==> src/rtl/equal_pattern_gen.sv <==
// Burst generator of 4-bit words with an exact count of equal-halves words (data_o[3:2]==data_o[1:0]).
// Optional abort input when EQ_PATTERN_GEN_ABORT_EN is defined.
module equal_pattern_gen #(
  parameter int         LEN_W     = 8,
  parameter logic [7:0] LFSR_SEED = 8'hA5
) (
  input  logic             clk,
  input  logic             rst_n,
`ifdef EQ_PATTERN_GEN_ABORT_EN
  input  logic             abort,
`endif
  input  logic             start,
  input  logic [LEN_W-1:0] total_len,
  input  logic [LEN_W-1:0] target_eq,
  input  logic             ready_i,
  output logic [3:0]       data_o,
  output logic             valid_o,
  output logic             busy,
  output logic             done,
  output logic             err,
  output logic [LEN_W-1:0] sent_cnt,
  output logic [LEN_W-1:0] eq_cnt
);

  typedef enum logic [1:0] {IDLE, RUN, DONE} state_t;

  state_t           state, state_next;
  logic [7:0]       lfsr, lfsr_next;
  logic [LEN_W-1:0] rem_w, rem_w_next;
  logic [LEN_W-1:0] rem_e, rem_e_next;
  logic             cur_eq, cur_eq_next;
  logic [3:0]       data_next;
  logic             valid_next, busy_next, done_next, err_next;
  logic [LEN_W-1:0] sent_next, eq_next;
  logic [LEN_W-1:0] rem_w_dec, rem_e_dec;

  // Returns {is_equal, word}. The k offset is forced nonzero so unequal halves really differ.
  function automatic logic [4:0] pick_word(input logic msb, input logic [3:0] low,
                                           input logic [LEN_W-1:0] rw,
                                           input logic [LEN_W-1:0] re);
    logic       eq;
    logic [1:0] r;
    logic [1:0] k;
    if (re == rw)
      eq = 1'b1;
    else if (re == '0)
      eq = 1'b0;
    else
      eq = msb;
    r = low[1:0];
    k = (low[3:2] == 2'b00) ? 2'b01 : low[3:2];
    return {eq, r, (eq ? r : (r ^ k))};
  endfunction

  function automatic logic [7:0] lfsr_step(input logic [7:0] l);
    return {l[6:0], l[7] ^ l[5] ^ l[4] ^ l[3]};
  endfunction

  always_comb begin
    state_next  = state;
    lfsr_next   = lfsr;
    rem_w_next  = rem_w;
    rem_e_next  = rem_e;
    cur_eq_next = cur_eq;
    data_next   = data_o;
    valid_next  = valid_o;
    busy_next   = busy;
    done_next   = 1'b0;
    err_next    = err;
    sent_next   = sent_cnt;
    eq_next     = eq_cnt;
    rem_w_dec   = rem_w - 1'b1;
    rem_e_dec   = rem_e - LEN_W'(cur_eq);

    case (state)
      IDLE: begin
        if (start) begin
          sent_next  = '0;
          eq_next    = '0;
          rem_w_next = total_len;
          rem_e_next = target_eq;
          busy_next  = 1'b1;
          if (target_eq > total_len) begin
            err_next   = 1'b1;
            done_next  = 1'b1;
            state_next = DONE;
          end else if (total_len == '0) begin
            err_next   = 1'b0;
            done_next  = 1'b1;
            state_next = DONE;
          end else begin
            err_next   = 1'b0;
            valid_next = 1'b1;
            {cur_eq_next, data_next} = pick_word(lfsr[7], lfsr[3:0], total_len, target_eq);
            lfsr_next  = lfsr_step(lfsr);
            state_next = RUN;
          end
        end
      end

      RUN: begin
        if (valid_o && ready_i) begin
          sent_next  = sent_cnt + 1'b1;
          eq_next    = eq_cnt + LEN_W'(cur_eq);
          rem_w_next = rem_w_dec;
          rem_e_next = rem_e_dec;
          if (rem_w_dec != '0) begin
            {cur_eq_next, data_next} = pick_word(lfsr[7], lfsr[3:0], rem_w_dec, rem_e_dec);
            lfsr_next = lfsr_step(lfsr);
          end else begin
            valid_next = 1'b0;
            done_next  = 1'b1;
            state_next = DONE;
          end
        end
`ifdef EQ_PATTERN_GEN_ABORT_EN
        // Abort keeps the counters (including a same-cycle transfer) but loads no new word.
        if (abort) begin
          lfsr_next   = lfsr;
          data_next   = data_o;
          cur_eq_next = cur_eq;
          valid_next  = 1'b0;
          done_next   = 1'b1;
          err_next    = 1'b1;
          state_next  = DONE;
        end
`endif
      end

      DONE: begin
        busy_next  = 1'b0;
        state_next = IDLE;
      end

      default: begin
        valid_next = 1'b0;
        busy_next  = 1'b0;
        state_next = IDLE;
      end
    endcase
  end

  always_ff @(posedge clk) begin
    if (!rst_n) begin
      state    <= IDLE;
      lfsr     <= LFSR_SEED;
      rem_w    <= '0;
      rem_e    <= '0;
      cur_eq   <= 1'b0;
      data_o   <= 4'h0;
      valid_o  <= 1'b0;
      busy     <= 1'b0;
      done     <= 1'b0;
      err      <= 1'b0;
      sent_cnt <= '0;
      eq_cnt   <= '0;
    end else begin
      state    <= state_next;
      lfsr     <= lfsr_next;
      rem_w    <= rem_w_next;
      rem_e    <= rem_e_next;
      cur_eq   <= cur_eq_next;
      data_o   <= data_next;
      valid_o  <= valid_next;
      busy     <= busy_next;
      done     <= done_next;
      err      <= err_next;
      sent_cnt <= sent_next;
      eq_cnt   <= eq_next;
    end
  end

endmodule

==> config.mk <==
export PLATFORM = sky130hd
export DESIGN_NAME = equal_pattern_gen
export DESIGN_NICKNAME = d
export VERILOG_FILES = /design/src/rtl/equal_pattern_gen.sv
export SDC_FILE = /design/constraint.sdc
export NUM_CORES = 1
export LEC_CHECK = 0
export ABC_AREA = 1
export ABC_CLOCK_PERIOD_IN_PS = 1860
export CORE_UTILIZATION = 42
export DETAILED_ROUTE_END_ITERATION = 6
export PLACE_DENSITY = 0.74
export SYNTH_ARGS = -nofsm -noshare
export SYNTH_HDL_FRONTEND = slang
export SYNTH_SLANG_ARGS = --single-unit
==> constraint.sdc <==
create_clock -name clk -period 1.86 [get_ports clk]
set_clock_uncertainty 0.05 [all_clocks]
set_input_delay 0.279 -clock clk [delete_from_list [all_inputs] [get_ports clk]]
set_output_delay 0.279 -clock clk [all_outputs]
set_load 0.005 [all_outputs]
==> metrics <==
status finished with violations; violated checks negative setup slack; cell family with the largest share of critical-path delay simple AND/OR/NAND/NOR gates; max-slew violation count 0; worst path arrival time 2.11 ns; cells along the critical path inv_2 > ha_4 > ha_4 > inv_4 > nand2_2 > nand2_2 > inv_2 > nand2_2 > nand2_1 > nor2_2 > nand3_2 > nor2_2 > nand3_2 > nand2_2 > nand2_2 > nand3_2 > a21oi_2; share of final-layout standard cells stronger than drive strength 1 a little under a third; DRC errors left 0; mean instance size in the synthesized netlist 6.63 um2; number of nets in the finished design 605; htree depth 2; slew at the pin with the worst max-slew slack 0.601 ns; Synthesis Warnings 0; detailed-route wire length 9190 um; largest vdd supply drop 0.981 mV; count of different cell masters after synthesis 35; final-report hold violation count 0; pre-CTS setup slack -0.694 ns; Port Buffer Count 43; effective utilization at floorplan 44.0%; clock root buffer master sky130_fd_sc_hd__clkbuf_8; Final WS setup -0.0912 ns; total global-route track usage 24.5%; post-DR vias/cell 5.16; PwrDens ~1800 nW/um2; Std-Cell Core Area 6910 um2; Routability Congestion around 0.91; vias in the first global route 3199; floorplan die width 87.0 um; most used flip-flop cell after synthesis sky130_fd_sc_hd__dfxtp_1; crit-path max cell delay 0.34 ns; max-capacitance violation count 0; sum of net half-perimeters after detailed placement between 6000 and 7000 um; fmax 512 MHz; Synth Net Count 493; Setup crit start kind flip-flop; Most Frequent Cell on Critical Path sky130_fd_sc_hd__nand2_2; number of cell rows 30; maximum number of pins on one net before global-route repair 34; slowest stage cell, crit path sky130_fd_sc_hd__dfxtp_2; final setup vio count 4; proportion of synthesized chip area in sequential cells 33.0%; number of routed nets with antenna violations 0; endpoint class of the critical path flip-flop; Worst Path Max Fanout 3; global-route wire length before repair 14600 um; die area 7570 um2; worst-skew pair later-pin latency 0.31 ns; hold crit path type input pin to flip-flop; number of enable-type register cells in the synthesized netlist 0; leakage 0.00204 uW; setup repair after global routing missed its margin true; cts bufs inserted 5; CTS tree built; time the worst path needs with I/O delays and setup around 2.0 ns; post-synthesis async set-or-reset flop share 0%; CP bufs+invs 3; headroom to the max-slew limit between 50% and 60%; cts-stage hold buffer count 0; Worst Path Class, Setup flip-flop to flip-flop; number of fill cells 597; count of vias placed by the detailed router 3436; clk buf depth 2; final global-route overflow total 0; number of iterations in the first detailed-routing pass 7; count of inserted antenna diode cells 0; clk sink count 50; number of antenna violations at the first check in global routing 0; number of synthesized register bits 50; DR iter-0 viols 214; Netlist Area Pre-Place between 3000 and 4000 um2; post-synthesis instance total 458; final routed wire length divided by cell count 13.8 um; worst hold slack 0.324 ns; WP data required slightly above 2 ns; clock edge transition at the registers on the reported setup and hold paths around 0.1 ns; Area growth, synth to finish 47.2%; Top-Level Pins 44; floorplan die height 87.0 um; Final Cycle Share 105%
worst paths after layout:
kind,start,endpoint,slack (ns),cells past startpoint
min reg2reg,busy,busy,0.44,2
min,total_len[2],rem_w[2],0.32,3
max,rem_e[0],data_o[1],-0.09,17
max reg2reg,rem_e[0],data_o[1],-0.09,17
logic make-up (layout without fill, tap and decap cells):
group	Yosys count	after routing	synth area share, %
compound gates	85	85	15.5
xor+xnor	8	8	2.31
fa+ha+maj	15	15	6.18
buf+inv	75	186	9.97
flops	50	50	33.0
simple gates	225	226	33.1
synth_stat cells, types with 2 or more instances:
master,instances,share of area (%)
sky130_fd_sc_hd__ha_1,15,6.2
sky130_fd_sc_hd__o22ai_1,9,1.9
sky130_fd_sc_hd__inv_2,2,0.25
sky130_fd_sc_hd__o21ai_0,31,5.1
sky130_fd_sc_hd__nand3_1,27,4.4
sky130_fd_sc_hd__a21oi_1,30,4.9
sky130_fd_sc_hd__buf_6,2,0.74
sky130_fd_sc_hd__nor3b_1,5,1.2
sky130_fd_sc_hd__nor3_2,2,0.66
sky130_fd_sc_hd__inv_1,60,7.4
sky130_fd_sc_hd__nand2_1,118,15
sky130_fd_sc_hd__nand2_2,3,0.62
sky130_fd_sc_hd__nor2_2,5,1.0
sky130_fd_sc_hd__and3_1,3,0.62
sky130_fd_sc_hd__a31oi_1,7,1.4
sky130_fd_sc_hd__clkbuf_1,8,0.99
sky130_fd_sc_hd__xor2_1,4,1.2
sky130_fd_sc_hd__nor3_1,5,0.82
sky130_fd_sc_hd__nor2_1,42,5.2
sky130_fd_sc_hd__nand4_1,10,2.1
sky130_fd_sc_hd__buf_2,2,0.33
sky130_fd_sc_hd__dfxtp_1,50,33
sky130_fd_sc_hd__a21oi_2,3,0.87
sky130_fd_sc_hd__xnor2_1,4,1.2
routing by layer:
layer | GRT usage, % | share of wire (%)
met3 | 4.08 | 5.8
met1 | 32.6 | 44
met5 | 0 | 0
met2 | 40.9 | 49
met4 | 6.82 | 1.5
report_power, final:
group	switching, uW	internal [uW]
registers	419	1450
clock network	390	397
logic	2930	2350
total	3740	4200
cell usage in the layout (no fill, tap or decap), types with 16 or more instances in the layout:
cell	netlist	routed
sky130_fd_sc_hd__dlygate4sd2_1	0	16
sky130_fd_sc_hd__buf_4	1	70
sky130_fd_sc_hd__a21oi_1	30	28
sky130_fd_sc_hd__inv_1	60	45
sky130_fd_sc_hd__o21ai_0	31	25
sky130_fd_sc_hd__clkdlybuf4s50_1	0	26
sky130_fd_sc_hd__dfxtp_1	50	43
sky130_fd_sc_hd__nand2_1	118	101
sky130_fd_sc_hd__nor2_1	42	31
sky130_fd_sc_hd__nand3_1	27	21
sky130_fd_sc_hd__nand2_2	3	20
repair_timing:
action,4_1_cts,5_1_grt
endpoints found under the hold margin,0,0
cloned,1,0
pin swaps,27,23
gates resized for setup,66,45
endpoints found under the setup margin,19,19
setup buffers,2,7
area by class of cell:
type / instances / area [um2] / area share, %
Sequential cell: 50 / 1010 / 22.6
Clock inverter: 2 / 38.8 / 0.868
Timing Repair Buffer: 117 / 983 / 22.0
Clock buffer: 5 / 68.8 / 1.54
Inverter: 62 / 240 / 5.37
Tap cell: 96 / 120 / 2.69
Multi-Input combinational cell: 334 / 2010 / 44.9
through the flow:
stage / TNS (ns) / instance area, um2 / util, % / power (uW) / cells
5_1_grt: -1.28 / 4470 / 64.7 / 8560 / 666
3_3_place_gp: -8.99 / 4010 / 58.0 / 5940 / 649
2_1_floorplan: 0 / 3040 / - / 4460 / 458
3_5_place_dp: -11.41 / 4010 / 58.0 / 6060 / 649
4_1_cts: -0.338 / 4290 / 62.1 / 7270 / 659
6_report: -0.291 / 4470 / 64.7 / 7940 / 666
worst reg2reg max path, delay by kind of cell (launching register included):
family	cells	cell delay (ns)
fa+ha+maj	2	0.33
compound gates	1	0.05
simple gates	11	0.92
flops	1	0.34
buf+inv	3	0.16
sequential cells by signal (all words and copies together), names as in the netlist:
register	flops
err	1
eq_cnt	8
sent_cnt	8
done	1
rem_e	8
busy	1
valid_o	1
rem_w	8
state	2
cur_eq	1
data_o	4
lfsr	7
No activity file was read; power rests on OpenSTA's default activity.
